[config.mk]
export PLATFORM = sky130hd
export DESIGN_NAME = wishbone_initiator
export DESIGN_NICKNAME = d
export VERILOG_FILES = /design/src/rtl/wb_pkg.sv /design/src/rtl/wb_cmd_fifo.sv /design/src/rtl/wishbone_initiator.sv
export SDC_FILE = /design/constraint.sdc
export NUM_CORES = 1
export LEC_CHECK = 0
export ABC_AREA = 1
export CAP_MARGIN = 30
export CORE_ASPECT_RATIO = 1.1
export CORE_UTILIZATION = 30
export DETAILED_ROUTE_END_ITERATION = 7
export PLACE_DENSITY = 0.54
export SYNTH_ARGS = -nofsm -noshare
export SYNTH_HDL_FRONTEND = slang
export SYNTH_HIERARCHICAL = 1
export SYNTH_SLANG_ARGS = --single-unit
[constraint.sdc]
create_clock -name clk -period 6.63 [get_ports clk]
set_input_delay 1.326 -clock clk [delete_from_list [all_inputs] [get_ports clk]]
set_output_delay 1.326 -clock clk [all_outputs]
set_load 0.01 [all_outputs]
[src/rtl/wb_pkg.sv]
// Shared types and constants for the Wishbone initiator slice.
// Command bundle, FSM state encoding and harness register map.
package wb_pkg;

   typedef struct packed {
      logic        we;
      logic [31:0] adr;
      logic [31:0] dat;
      logic [3:0]  sel;
   } wb_cmd_t;

   typedef enum logic [1:0] {
      IDLE = 2'd0,
      BUS  = 2'd1,
      RESP = 2'd2
   } wb_state_t;

   localparam logic [31:0] ADDR_ACTIVE = 32'h3000_0000;
   localparam logic [31:0] ADDR_WS2812 = 32'h3000_0100;
   localparam logic [31:0] ADDR_7SEG   = 32'h3000_0200;
   localparam logic [31:0] ADDR_FREQ   = 32'h3000_0400;

   // Writes carry no read data back to the requester.
   function automatic logic [31:0] rsp_data(
      input logic        we,
      input logic [31:0] bus_dat
   );
      return we ? 32'h0 : bus_dat;
   endfunction

endpackage

[src/rtl/wb_cmd_fifo.sv]
// Synchronous command FIFO holding wb_cmd_t entries.
// Ports: push/push_cmd in, pop in, head out, full/empty flags out.
module wb_cmd_fifo
   import wb_pkg::*;
#(
   parameter int DEPTH = 4
) (
   input  logic    clk,
   input  logic    reset,
   input  logic    push,
   input  wb_cmd_t push_cmd,
   input  logic    pop,
   output wb_cmd_t head,
   output logic    full,
   output logic    empty
);

   localparam int AW = (DEPTH > 1) ? $clog2(DEPTH) : 1;

   wb_cmd_t     mem_q [DEPTH];
   logic [AW:0] wr_ptr_q;
   logic [AW:0] wr_ptr_d;
   logic [AW:0] rd_ptr_q;
   logic [AW:0] rd_ptr_d;
   logic        push_ok;
   logic        pop_ok;

   // Extra pointer MSB distinguishes full from empty.
   assign full    = (wr_ptr_q[AW] != rd_ptr_q[AW]) &&
                    (wr_ptr_q[AW-1:0] == rd_ptr_q[AW-1:0]);
   assign empty   = (wr_ptr_q == rd_ptr_q);
   assign push_ok = push && !full;
   assign pop_ok  = pop && !empty;
   assign head    = mem_q[rd_ptr_q[AW-1:0]];

   always_comb begin
      wr_ptr_d = wr_ptr_q;
      rd_ptr_d = rd_ptr_q;
      if (push_ok) begin
         wr_ptr_d = wr_ptr_q + {{AW{1'b0}}, 1'b1};
      end
      if (pop_ok) begin
         rd_ptr_d = rd_ptr_q + {{AW{1'b0}}, 1'b1};
      end
   end

   always_ff @(posedge clk) begin
      if (reset) begin
         wr_ptr_q <= '0;
         rd_ptr_q <= '0;
      end else begin
         wr_ptr_q <= wr_ptr_d;
         rd_ptr_q <= rd_ptr_d;
      end
   end

   always_ff @(posedge clk) begin
      if (push_ok) begin
         mem_q[wr_ptr_q[AW-1:0]] <= push_cmd;
      end
   end

endmodule

[src/rtl/wishbone_initiator.sv]
// Wishbone classic initiator: queued single read/write commands.
// Ports: cmd valid/ready in, rsp valid/ready out, wbm_* bus, busy.
module wishbone_initiator
   import wb_pkg::*;
#(
   parameter int TIMEOUT_CYCLES = 255,
   parameter int FIFO_DEPTH     = 4
) (
   input  logic        clk,
   input  logic        reset,
   input  logic        cmd_valid,
   output logic        cmd_ready,
   input  logic        cmd_we,
   input  logic [31:0] cmd_adr,
   input  logic [31:0] cmd_dat,
   input  logic [3:0]  cmd_sel,
   output logic        rsp_valid,
   input  logic        rsp_ready,
   output logic [31:0] rsp_dat,
   output logic        rsp_timeout,
   output logic        wbm_cyc_o,
   output logic        wbm_stb_o,
   output logic        wbm_we_o,
   output logic [3:0]  wbm_sel_o,
   output logic [31:0] wbm_adr_o,
   output logic [31:0] wbm_dat_o,
   input  logic        wbm_ack_i,
   input  logic [31:0] wbm_dat_i,
   output logic        busy
);

   localparam logic [15:0] TO_LAST = 16'(TIMEOUT_CYCLES - 1);

   wb_state_t   state_q;
   wb_state_t   state_d;
   logic [15:0] cnt_q;
   logic [15:0] cnt_d;
   logic        cyc_q;
   logic        cyc_d;
   logic        we_q;
   logic        we_d;
   logic [3:0]  sel_q;
   logic [3:0]  sel_d;
   logic [31:0] adr_q;
   logic [31:0] adr_d;
   logic [31:0] dat_q;
   logic [31:0] dat_d;
   logic [31:0] rdat_q;
   logic [31:0] rdat_d;
   logic        rto_q;
   logic        rto_d;

   wb_cmd_t     push_cmd;
   wb_cmd_t     head;
   logic        fifo_full;
   logic        fifo_empty;
   logic        push;
   logic        pop;

   assign cmd_ready = !fifo_full;
   assign push      = cmd_valid && !fifo_full;
   assign push_cmd  = '{we:  cmd_we,
                        adr: cmd_adr,
                        dat: cmd_dat,
                        sel: cmd_sel};

   wb_cmd_fifo #(
      .DEPTH (FIFO_DEPTH)
   ) u_fifo (
      .clk      (clk),
      .reset    (reset),
      .push     (push),
      .push_cmd (push_cmd),
      .pop      (pop),
      .head     (head),
      .full     (fifo_full),
      .empty    (fifo_empty)
   );

   always_comb begin
      state_d = state_q;
      cnt_d   = cnt_q;
      cyc_d   = cyc_q;
      we_d    = we_q;
      sel_d   = sel_q;
      adr_d   = adr_q;
      dat_d   = dat_q;
      rdat_d  = rdat_q;
      rto_d   = rto_q;
      pop     = 1'b0;
      unique case (state_q)
         IDLE: begin
            if (!fifo_empty) begin
               pop     = 1'b1;
               cyc_d   = 1'b1;
               we_d    = head.we;
               sel_d   = head.sel;
               adr_d   = head.adr;
               dat_d   = head.dat;
               cnt_d   = '0;
               state_d = BUS;
            end
         end
         BUS: begin
            // Ack is checked first so it wins on the timeout edge.
            if (wbm_ack_i) begin
               cyc_d   = 1'b0;
               rdat_d  = rsp_data(we_q, wbm_dat_i);
               rto_d   = 1'b0;
               state_d = RESP;
            end else if (cnt_q == TO_LAST) begin
               cyc_d   = 1'b0;
               rdat_d  = '0;
               rto_d   = 1'b1;
               state_d = RESP;
            end else begin
               cnt_d = cnt_q + 16'd1;
            end
         end
         RESP: begin
            // RESP plus IDLE keep cyc low for two cycles, so a
            // lingering registered ack is never seen as fresh.
            if (rsp_ready) begin
               state_d = IDLE;
            end
         end
         default: begin
            state_d = IDLE;
         end
      endcase
   end

   always_ff @(posedge clk) begin
      if (reset) begin
         state_q <= IDLE;
         cnt_q   <= '0;
         cyc_q   <= 1'b0;
         we_q    <= 1'b0;
         sel_q   <= '0;
         adr_q   <= '0;
         dat_q   <= '0;
         rdat_q  <= '0;
         rto_q   <= 1'b0;
      end else begin
         state_q <= state_d;
         cnt_q   <= cnt_d;
         cyc_q   <= cyc_d;
         we_q    <= we_d;
         sel_q   <= sel_d;
         adr_q   <= adr_d;
         dat_q   <= dat_d;
         rdat_q  <= rdat_d;
         rto_q   <= rto_d;
      end
   end

   assign wbm_cyc_o   = cyc_q;
   assign wbm_stb_o   = cyc_q;
   assign wbm_we_o    = we_q;
   assign wbm_sel_o   = sel_q;
   assign wbm_adr_o   = adr_q;
   assign wbm_dat_o   = dat_q;
   assign rsp_valid   = (state_q == RESP);
   assign rsp_dat     = rdat_q;
   assign rsp_timeout = rto_q;
   assign busy        = !fifo_empty || (state_q != IDLE);

endmodule

==> run summary, run 1 <==
The tools report the critical path launch point type as a flop. The library cell used most frequently in the layout, excluding fill and tap cells, is sky130_fd_sc_hd__nor2_1. TritonCTS built the clock tree. Compared with the post-synthesis result, the final layout area differs by 26.6%.

The count of buffers added on input and output ports is 212. The relative slew slack was 0.369; the synthesized-area fraction occupied by ao, oa, aoi and oai cells was 0.114. The run finished with clean final reports. For the worst-case vdd ir drop, the log shows 0.000222 V. The minimum clock period is 3540 ps.

Worst hold endpoint: rsp_timeout. In this run the vertical extent of the chip is 240 um. Later-pin clock latency in the skew report: 570 ps.

Critical setup path kind: reg2out. For this block, the via count after detailed routing is 10700. The xor/xnor share of the synthesized area was 0.00226; the remaining design rule violation count was 0. After the first detailed-routing iteration, the DRC count stood at 655.

The origin of the critical flop-to-flop path is u_fifo/wr_ptr_q[0]. The synthesized netlist net count is 1501. The number of synthesized register bits is 405, and the worst endpoint data arrival time is 2220 ps. The final antenna-violating net count was 0; the half-perimeter wire length after placement was 23.8 mm. The run gives 0 as the number of endpoints with negative hold slack in the final report.

For the unique cell type count in the Yosys netlist, the log shows 34. The worst hold slack is 457 ps. At the end of routability-driven placement, the weighted congestion stood at 0.822.

The logs give 6 for the total number of yosys warnings and 213 for the number of primary I/O pins. The net count reported at finish is 1689. The top cell types in the final layout, fill and taps aside, are sky130_fd_sc_hd__nor2_1 (317), sky130_fd_sc_hd__edfxtp_1 (276), sky130_fd_sc_hd__clkdlybuf4s50_1 (212). In the final routed layout, each cell accounts on average for 17.2 um.

The number of pins exceeding their max-slew limit in the final report is 0, and the final period utilization is 0.534. Clock tree synthesis found a total of 405 sinks. The tools report the clock root buffer as sky130_fd_sc_hd__clkbuf_16. The count of max-cap constraint violations is 0, and the antenna diode count is 0.

The tools report the global-route wire length before repair as 59.7 mm. The total of cells resized after clock tree synthesis is 0, and the mean number of vias per cell is 4.67. Worst hold path class: reg2reg.

For the worst setup path, the data required time is 5300 ps. The fraction of layout instances using a drive strength above 1 is 0.0658. Total negative setup slack: 0 ps. Counting instances, the worst hold path has a depth of 2. The multiplexer share of the synthesized area was 0; the number of cells produced by synthesis was 1388.

The largest family of logic cells by synthesized area was simple AND/OR/NAND/NOR gates. The combined area of all synthesized cells was 15500 sq um. The core region is 51200 sq um. The worst setup path is captured at an output pin. For this design, the CTS-stage hold fixing added 0 buffers. The clock-pin slew on the worst setup and hold paths was 60 ps; the final count of negative-setup-slack endpoints was 0.

The first detailed-routing pass ran for 5 iterations. Row generation in the floorplan step produced 87 rows. For the worst flop-to-flop path, the logic depth is 12. Of all nets on the critical path, the largest fanout is 7.

The initial antenna violation count is 1. For the register area share after synthesis, the log shows 0.701. The maximum number of pins on one net before global-route repair is 77, and the number of levels in the clock H-tree is 2. The run gives 0.303 as the effective utilization at floorplan. The tools report the die footprint as 52600 sq um. On the final layout, the worst clock skew is 20.7 ps.

In this run the most critical hold path is launched from rsp_timeout. The run gives 39.1 mm as the total detailed-routing wirelength. In this run the critical register-to-register path is captured at u_fifo/rd_ptr_q[2].

Power spread over the standard cell area amounts to 422 nW/um^2. Summed over all cells, the static leakage comes to 6.78 nW. Counting the buffers created by CTS gives 44. The fraction of the core area covered by cells at the end of the flow was 0.384; the post-synthesis share of cell area spent on and, or, nand and nor gates was 0.133.

The tools report the all-layer global routing usage as 0.148. The tools report the residual overflow from global routing as 0. Timing would allow up to 282 MHz. The buffer depth of the longest clock path was 3; the transition time at the pin with the least slew margin was 947 ps.

Setup repair after global routing left no endpoint under its margin. The logs give 3210 ps for the reg2reg setup slack and 0 for the number of post-CTS setup repair buffers. The arithmetic-cell share of the synthesized area counting full adders, half adders and majority gates is 0.00565, and the x dimension of the die is 219 um. The tools report the number of global-route vias before repair as 10300.

Mean area per synthesized cell: 11.2 sq um.
[final cells by class]
class | count | area, sq um
Clock inverter | 19 | 236
Fill cell | 4981 | 31500
Inverter | 53 | 205
Timing Repair Buffer | 224 | 2230
Sequential cell | 405 | 10900
Multi-Input combinational cell | 848 | 3980
Tap cell | 667 | 835
Clock buffer | 63 | 1260
[sequential cells by signal (all words and copies together) (netlist names), named ones only]
register,cells
u_fifo/rd_ptr_q,3
wbm_cyc_o,1
u_fifo/mem_q,276
rsp_dat,32
wbm_dat_o,32
state_q,2
wbm_sel_o,4
cnt_q,16
u_fifo/wr_ptr_q,3
wbm_adr_o,32
rsp_timeout,1
wbm_we_o,1
[worst max-delay path by stage]
stage,from,endpoint,slack [ps],cells past startpoint
finish,u_fifo/wr_ptr_q[1],busy,3090,7
global route,u_fifo/wr_ptr_q[0],u_fifo/rd_ptr_q[2],2810,12
CTS,u_fifo/wr_ptr_q[0],busy,3020,7
detailed placement,cmd_valid,u_fifo/mem_q[0][0],2590,6
global placement,cmd_valid,u_fifo/mem_q[0][0],2620,6
floorplan,cmd_valid,u_fifo/mem_q[0][0],1540,4
[per-layer routing]
layer | vias to the layer above | routed length (um) | track usage
li1 | 5240 | - | -
met1 | 5104 | 17600 | 0.193
met2 | 257 | 18800 | 0.247
met3 | 48 | 1910 | 0.0266
met4 | 2 | 790 | 0.0499
met5 | - | 14 | 0
[cells by family after synthesis]
group | after synthesis
flip-flops | 405
AO/OA/AOI/OAI | 333
XOR/XNOR | 4
buffers and inverters | 135
adder cells (fa/ha/maj) | 7
AND/OR/NAND/NOR | 504
[power breakdown]
| part | internal (mW) | leakage (nW) | switching (mW) | total (mW) |
|---|---|---|---|---|
| logic | 0.944 | 2.45 | 1.51 | 2.46 |
| registers | 3.07 | 3.59 | 0.242 | 3.32 |
| clock network | 1.53 | 0.738 | 0.979 | 2.51 |
[cells in the mapped netlist (all sizes together)]
master    n  share of area
nor2    324          0.080
edfxtp  276           0.53
o21ai   216          0.070
dfxtp   129           0.17
nand2   115          0.030
o22ai    69          0.028
nand3    55          0.019
inv      53          0.013
a21oi    48          0.015
clkbuf   48          0.012
buf      34          0.019
ha        7         0.0057
nand4     4         0.0016
nor3      3        0.00097
xor2      3         0.0017
nand3b    2        0.00097
nor3b     1        0.00048
xnor2     1        0.00057
[critical path, stage by stage (launching register included)]
cell                              delay (ps)
sky130_fd_sc_hd__dfxtp_1                 420
sky130_fd_sc_hd__inv_1                   110
sky130_fd_sc_hd__nand2_1                  70
sky130_fd_sc_hd__nand2_1                  70
sky130_fd_sc_hd__nand3_1                 230
sky130_fd_sc_hd__inv_1                   130
sky130_fd_sc_hd__nand2_1                  90
sky130_fd_sc_hd__clkdlybuf4s50_1         550
[metrics by stage]
step | instance area (sq um) | cells | power [mW] | setup slack [ps]
floorplan | 15500 | 1388 | 4.86 | 1540
global placement | 18100 | 2196 | 5.85 | 2620
finish | 19600 | 2279 | 8.28 | 3090
global route | 19600 | 2279 | 8.79 | 2810
detailed placement | 18100 | 2197 | 5.88 | 2590
CTS | 19600 | 2279 | 8.43 | 3020
Power figures use the tool's default switching activity.
==> run 2: changes to the inputs <==
--- a/config.mk
+++ b/config.mk
@@ -10,7 +10,7 @@
 export CORE_ASPECT_RATIO = 1.1
 export CORE_UTILIZATION = 30
 export DETAILED_ROUTE_END_ITERATION = 7
-export PLACE_DENSITY = 0.54
+export PLACE_DENSITY = 0.56
 export SYNTH_ARGS = -nofsm -noshare
 export SYNTH_HDL_FRONTEND = slang
 export SYNTH_HIERARCHICAL = 1
==> constraint.sdc (replaced) <==
create_clock -name clk -period 3.1 [get_ports clk]
set_input_delay 0.62 -clock clk [delete_from_list [all_inputs] [get_ports clk]]
set_output_delay 0.62 -clock clk [all_outputs]
set_load 0.01 [all_outputs]
==> run 2 against run 1 <==
Compared with the run above:
- utilization up 0.40 points
- cell area up 1.1%
- cell count up 0.35%
- via count up 0.48%
- non-clock buffer count up 10
- sequential share of layout area down 0.58 points
- clock power up 110%
- register-to-register slack worse by 2500 ps
- worst hold slack worse by 6.9 ps
- worst setup slack worse by 2800 ps
- flip-flop and latch count unchanged
==> run summary, run 2 (synthesis gave the netlist of run 1 again) <==
Static timing analysis puts the maximum clock frequency at 356 MHz. The run gives 0.303 (unchanged) as the effective utilization at floorplan. The flow ran to the end, and the final reports show no timing, DRC or antenna violations. The antenna diode count is 0 (unchanged). For the die footprint, the log shows 52600 sq um (unchanged). Clock root buffer: sky130_fd_sc_hd__clkbuf_16.

The maximum single-stage delay on the critical path works out to 570 ps (+20 ps). Walking the worst path, the cells encountered are inv_1 -> nand2_1 -> nand2_1 -> nand3_1 -> inv_1 -> nand2_1 -> clkdlybuf4s50_1. The net count reported at finish is 1699 (+0.59%), and the final period utilization is 0.907. The final count of negative-setup-slack endpoints was 0 (unchanged); the layout overhead on the synthesized area was 28.0%.

In this run the most critical hold path is launched from rsp_timeout. The tools report the half-perimeter wire length after placement as 23.5 mm (-1.2%). The worst setup path is launched from a flop. For the overall power consumption, the log shows 17.9 mW (+120%). Setup repair after global routing left no endpoint under its margin. The run gives 0.000643 V (+190%) as the worst-case vdd ir drop. The number of sinks handled by clock tree synthesis is 405 (unchanged). The number of port buffers was 212 (unchanged). The tools report the standby leakage power as 6.87 nW (+1.2%).

Most frequent standard cell in the layout excluding fill and tap cells: sky130_fd_sc_hd__nor2_1. The worst hold path class was reg2reg. The logs give 570 ps (about the same) for the later-pin clock latency in the skew report and 2 (unchanged) for the number of levels in the clock H-tree.

The critical path's slowest cell is sky130_fd_sc_hd__clkdlybuf4s50_1. The total clock buffers created by CTS was 44 (unchanged); the x dimension of the die was 219 um (unchanged). The run gives 3 (unchanged) as the buffer depth of the longest clock path. The power density of the placed cells was 901 nW/um^2 (+110%); the total of cells resized after clock tree synthesis was 0 (unchanged). TritonCTS built the clock tree.

The logs give 0 (unchanged) for the number of endpoints with negative hold slack in the final report and 0 (unchanged) for the quantity of hold-fixing buffers added after cts. The tools report the clock skew as 15.1 ps (-5.54 ps). Critical setup path kind: reg2out.

The tools report the source of the critical timing path as u_fifo/wr_ptr_q[1]. The count of max-cap constraint violations is 0 (unchanged). The all-layer global routing usage was 0.147 (-0.000888). Remaining design rule violation count: 0 (unchanged). The wire length per cell after detailed routing works out to 17.0 um (-1.0%). The number of flip-flops in the largest register is 276 (unchanged). The largest fanout on the critical path was 7 (unchanged). Broken down by cell family, the worst path's largest delay share belongs to buffers and inverters. The run gives 0 (unchanged) as the number of post-CTS setup repair buffers.

Detailed-router iteration count before antenna repair: 4 (-1). Number of global-route vias before repair: 10400 (+1.1%). The required time of the critical path is 2480 ps (-2820 ps), and the mean number of vias per cell is 4.68 (+0.13%).

The run gives 0.476 (+0.107) as the relative slew slack. By instance count, the cell type seen most on the critical path is sky130_fd_sc_hd__nand2_1. The final estimated routing congestion in global placement was 0.831 (+1.1%); the number of primary I/O pins was 213 (unchanged). The run gives 10700 (+0.48%) as the via count. The tools report the sort of element at the end of the critical path as an output pin.

The run gives 2190 ps (-30 ps) as the worst endpoint data arrival time. Leaving out fill and tap cells, the most frequent cells in the layout are sky130_fd_sc_hd__nor2_1 (317), sky130_fd_sc_hd__edfxtp_1 (276), sky130_fd_sc_hd__clkdlybuf4s50_1 (212). The number of buffer and inverter stages on the critical path works out to 3 (unchanged). The initial antenna violation count is 2 (+1), and the maximum number of pins on one net before global-route repair is 139 (+81%).

The height of the die is 240 um (unchanged), and the residual overflow from global routing is 0 (unchanged). The clock-pin slew on the worst setup and hold paths came out at 60 ps (about the same). The startpoint identified for the worst register-to-register timing path is u_fifo/wr_ptr_q[1]. For the total negative setup slack, the log shows 0 ps (unchanged). The tools report the starting DRC count in detailed routing as 529 (-19%).

The number of pins exceeding their max-slew limit in the final report came out at 0 (unchanged). The number of core rows was 87 (unchanged); the fraction of layout instances using a drive strength above 1 was 0.0704 (+0.00461). The tools report the total detailed-routing wirelength as 38.8 mm (-0.67%).

The core box area was 51200 sq um (unchanged). The tools report the final antenna-violating net count as 0 (unchanged). The global-route wire length before repair was 59.7 mm (about the same); the minimum clock period was 2810 ps. Transition time at the pin with the least slew margin: 786 ps (-161 ps).
run 2: changes by cell type in the layout (fill, tap and decap cells not counted), moves of 2 or more:
cell                        before  now
sky130_fd_sc_hd__clkinv_1        4    6
sky130_fd_sc_hd__buf_12          0   14
sky130_fd_sc_hd__buf_4          11    8
sky130_fd_sc_hd__inv_6           0    3
sky130_fd_sc_hd__clkinv_2        8    6
sky130_fd_sc_hd__clkbuf_1       12   10
sky130_fd_sc_hd__clkbuf_16      46   44
run 2: area by class of cell:
type                    count  area, sq um
multi-input cells         848         3980
well taps                 667          835
repair buffers            234         2460
flip-flops and latches    405        10900
inverters                  53          205
clock buffers              59         1210
clock inverters            21          270
fillers                  4980        31300
run 2: through the flow:
stage | utilization | cell area (sq um) | std cells | setup WS [ps] | hold WS, ps
after floorplan | - | 15500 | 1388 | -287 | 471
after global placement | 0.359 | 18400 | 2207 | 350 | 435
after detailed placement | 0.359 | 18400 | 2207 | 367 | 442
after CTS | 0.388 | 19800 | 2287 | 229 | 451
after global routing | 0.388 | 19800 | 2287 | 65.8 | 473
final | 0.388 | 19800 | 2287 | 288 | 450
run 2: worst register-to-register path, stage by stage, from the launching register on:
cell and delay, ps:
sky130_fd_sc_hd__dfxtp_1 400, sky130_fd_sc_hd__inv_1 100, sky130_fd_sc_hd__nand2_1 70, sky130_fd_sc_hd__nand2_1 70, sky130_fd_sc_hd__nand3_2 130, sky130_fd_sc_hd__inv_1 70
sky130_fd_sc_hd__nor2_1 300, sky130_fd_sc_hd__nand2_1 260, sky130_fd_sc_hd__nor2_4 410, sky130_fd_sc_hd__buf_12 280
run 2: worst paths after layout:
path                        end  depth (start not counted)  slack, ps
max                        busy                          7        290
min reg2reg         rsp_timeout                          2        450
min                 rsp_timeout                          2        450
max reg2reg  u_fifo/mem_q[2][2]                          9        690
run 2: power by group:
group	internal, mW	switching [mW]	total (mW)
logic	2.16	3.41	5.57
registers	6.57	0.391	6.96
clock network	3.24	2.09	5.33
total	12.0	5.89	17.9
run 2: metal layers:
| layer | up-vias | track usage | routed length [um] |
|---|---|---|---|
| met5 | - | 0 | 27 |
| met4 | 4 | 0.0473 | 973 |
| met3 | 63 | 0.0319 | 1970 |
| met2 | 241 | 0.242 | 18300 |
| met1 | 5138 | 0.192 | 17600 |
| li1 | 5256 | - | - |
==> run 3: changes to the inputs <==
--- a/config.mk
+++ b/config.mk
@@ -11,6 +11,7 @@
 export CORE_UTILIZATION = 30
 export DETAILED_ROUTE_END_ITERATION = 7
 export PLACE_DENSITY = 0.56
+export SLEW_MARGIN = 25
 export SYNTH_ARGS = -nofsm -noshare
 export SYNTH_HDL_FRONTEND = slang
 export SYNTH_HIERARCHICAL = 1
==> constraint.sdc (replaced) <==
create_clock -name clk -period 3.1 [get_ports clk]
set_input_delay 0.62 -clock clk [delete_from_list [all_inputs] [get_ports clk]]
set_output_delay 0.62 -clock clk [all_outputs]
set_load 0.1 [all_outputs]
==> run 3 against run 2 <==
Compared with the run above:
- first-iteration DRC count is 36% higher
- cell count stayed put
- die area stayed put
- non-clock buffer count is 2 lower
- count of clock-buffer cells in the layout is 3 lower
- register-to-register slack hardly changed
- clock power is 2% lower
- global-route usage is 0.082 points lower
- worst setup slack better by 230 ps
- power is 18% higher
- combinational power is 59% higher
- largest cell class unchanged
- largest power group is now combinational logic
- highest routed layer unchanged
==> run summary, run 3 (synthesis gave the netlist of run 1 again) <==
The run finished with clean final reports. The number of primary I/O pins was 213 (unchanged). The logs give 2205 (-0.091%) for the total placed cells including tap cells and 452 ps (+2.28 ps) for the worst hold slack.

The maximum number of pins on one net before global-route repair was 139 (unchanged). The final estimated routing congestion in global placement came out at 0.837 (+0.69%). The clock-pin slew on the worst setup and hold paths is 60 ps (about the same). In this run the most critical hold path is launched from rsp_timeout. For the worst-case vdd ir drop, the log shows 0.000775 V (+21%). In the layout the commonest cells are sky130_fd_sc_hd__nor2_1 (317), sky130_fd_sc_hd__edfxtp_1 (276), sky130_fd_sc_hd__o21ai_0 (160). The run gives 0.381 (-0.00643) as the fraction of the core area covered by cells at the end of the flow. The relative slew slack came out at 0.446 (-0.0304).

Setup repair after global routing left no endpoint under its margin. The clock skew came out at 16.9 ps (+1.78 ps). The required time of the critical path is 2480 ps (about the same).

The logs give 44 (unchanged) for the total clock buffers created by CTS and 0 (unchanged) for the number of endpoints with negative hold slack in the final report. The number of global-route vias before repair was 10200 (-2.0%). The x dimension of the die works out to 219 um (unchanged). The run gives 19500 sq um (-1.7%) as the final instance area. The tools report the count of max-cap constraint violations as 0 (unchanged).

For the number of sinks handled by clock tree synthesis, the log shows 405 (unchanged). The tools report the worst endpoint data arrival time as 1960 ps (-230 ps). The maximum clock rate came out at 388 MHz (+9.0%).

The half-perimeter wire length after placement came out at 23.3 mm (-1.0%). The wire length per cell after detailed routing came out at 17.1 um (+0.61%). The number of post-CTS setup repair buffers was 0 (unchanged); the total negative setup slack was 0 ps (unchanged). The height of the die is 240 um (unchanged).

The logs give 39.1 mm (+0.61%) for the total detailed-routing wirelength and 18100 sq um (-1.6%) for the post-detailed-placement cell area. The critical register-to-register path endpoint is u_fifo/mem_q[0][12]. The run gives 570 ps (about the same) as the later-pin clock latency in the skew report. The logs give 0.303 (unchanged) for the effective utilization at floorplan and 0 (unchanged) for the total of cells resized after clock tree synthesis. The number of flip-flops in the largest register came out at 276 (unchanged). The initial antenna violation count is 1 (-1), and the number of port buffers is 212 (unchanged). Clock root buffer: sky130_fd_sc_hd__clkbuf_16. The worst hold path cell count works out to 2 (unchanged). The antenna diode count is 0 (unchanged). TritonCTS built the clock tree. The final antenna-violating net count was 0 (unchanged); the detailed-router iteration count before antenna repair was 5 (+1).

The run gives 21.0 mW (+18%) as the overall power consumption. For the number of pins exceeding their max-slew limit in the final report, the log shows 0 (unchanged). Reg2reg setup slack: 680 ps (about the same). The tightest min-delay check is of the reg2reg type. The worst register-to-register path begins at u_fifo/wr_ptr_q[0].

The core box area is 51200 sq um (unchanged), and the filler-free cell count of the finished design is 2287 (unchanged). The tools report the quantity of hold-fixing buffers added after cts as 0 (unchanged). The power density of the placed cells is 1080 nW/um^2 (+20%), and the remaining design rule violation count is 0 (unchanged). STA classifies the critical path endpoint as an output pin. The standby leakage power came out at 7.01 nW (+2.2%).

The tools report the buffer depth of the longest clock path as 3 (unchanged). The run gives 10800 (+0.64%) as the via count. Global-route wire length before repair: 58.9 mm (-1.2%). The transition time at the pin with the least slew margin is 832 ps (+45.6 ps), and the fraction of layout instances using a drive strength above 1 is 0.136 (+0.0660).

The largest fanout on the critical path came out at 7 (unchanged). The final period utilization is 0.832 (-0.0752), and the all-layer global routing usage is 0.146 (-0.000819). The minimum clock period is 2580 ps (-233 ps).

The critical setup path kind was reg2out. Residual overflow from global routing: 0 (unchanged). The critical path launch point type is a flop. The minimum setup slack in the final design was 521 ps (+233 ps). The mean number of vias per cell was 4.71 (+0.64%); the net count reported at finish was 1697 (-0.12%).

The run gives 2 (unchanged) as the number of levels in the clock H-tree. The run gives 52600 sq um (unchanged) as the die footprint. Worst hold endpoint: rsp_timeout. The final count of negative-setup-slack endpoints came out at 0 (unchanged). The area growth from synthesis to layout is 25.8%.

The tools report the starting DRC count in detailed routing as 722 (+36%). The number of core rows was 87 (unchanged). The tools report the placement-stage worst setup slack as 355 ps (-11.1 ps).

The most frequent standard cell in the layout excluding fill and tap cells was sky130_fd_sc_hd__nor2_1. Number of cells on the worst reg-to-reg path: 9 (unchanged).
## run 3: cell count changes in the layout (fill, tap and decap cells not counted), sizes merged
cell           change
clkdlybuf4s50    -107
clkinvlp           +2
clkinv             +4
clkbuf             -3
bufinv             -1
buf              +105
## run 3: power breakdown
part	leakage [nW]	internal, mW	switching [mW]
Combinational	2.71	1.99	6.85
Clock	0.706	3.08	2.15
Sequential	3.59	6.57	0.409
Total	7.01	11.6	9.40
## run 3: worst max-delay path, cell delays in order, from the launching register on
cell and delay [ps]:
sky130_fd_sc_hd__dfxtp_1 390, sky130_fd_sc_hd__inv_1 100, sky130_fd_sc_hd__nand2_1 70, sky130_fd_sc_hd__nand2_1 70
sky130_fd_sc_hd__nand3_1 230, sky130_fd_sc_hd__inv_1 140, sky130_fd_sc_hd__nand2_1 90, sky130_fd_sc_hd__buf_4 290
## run 3: cell type report
cell class / instances / area (sq um)
clock buffers: 56 / 1160
multi-input cells: 848 / 3980
repair buffers: 232 / 2170
flip-flops and latches: 405 / 10900
clock inverters: 26 / 288
well taps: 667 / 835
fillers: 5022 / 31700
inverters: 53 / 205
## run 3: worst max-delay path by stage
stage                     slack [ps]                 end               start
final                            520                busy  u_fifo/wr_ptr_q[1]
after global routing             360                busy  u_fifo/wr_ptr_q[1]
after CTS                        490                busy  u_fifo/wr_ptr_q[1]
after detailed placement         360  u_fifo/mem_q[2][9]           cmd_valid
after global placement           380  u_fifo/mem_q[2][9]           cmd_valid
after floorplan                 -290  u_fifo/mem_q[0][0]  u_fifo/wr_ptr_q[0]
## run 3: per-layer routing
metal  vias up  GRT usage  part of all wire
met4         2     0.0530             0.022
met2       279      0.244              0.48
li1       5244          -                 -
met1      5194      0.189              0.44
met3        51     0.0268             0.052
met5         -          0           0.00028
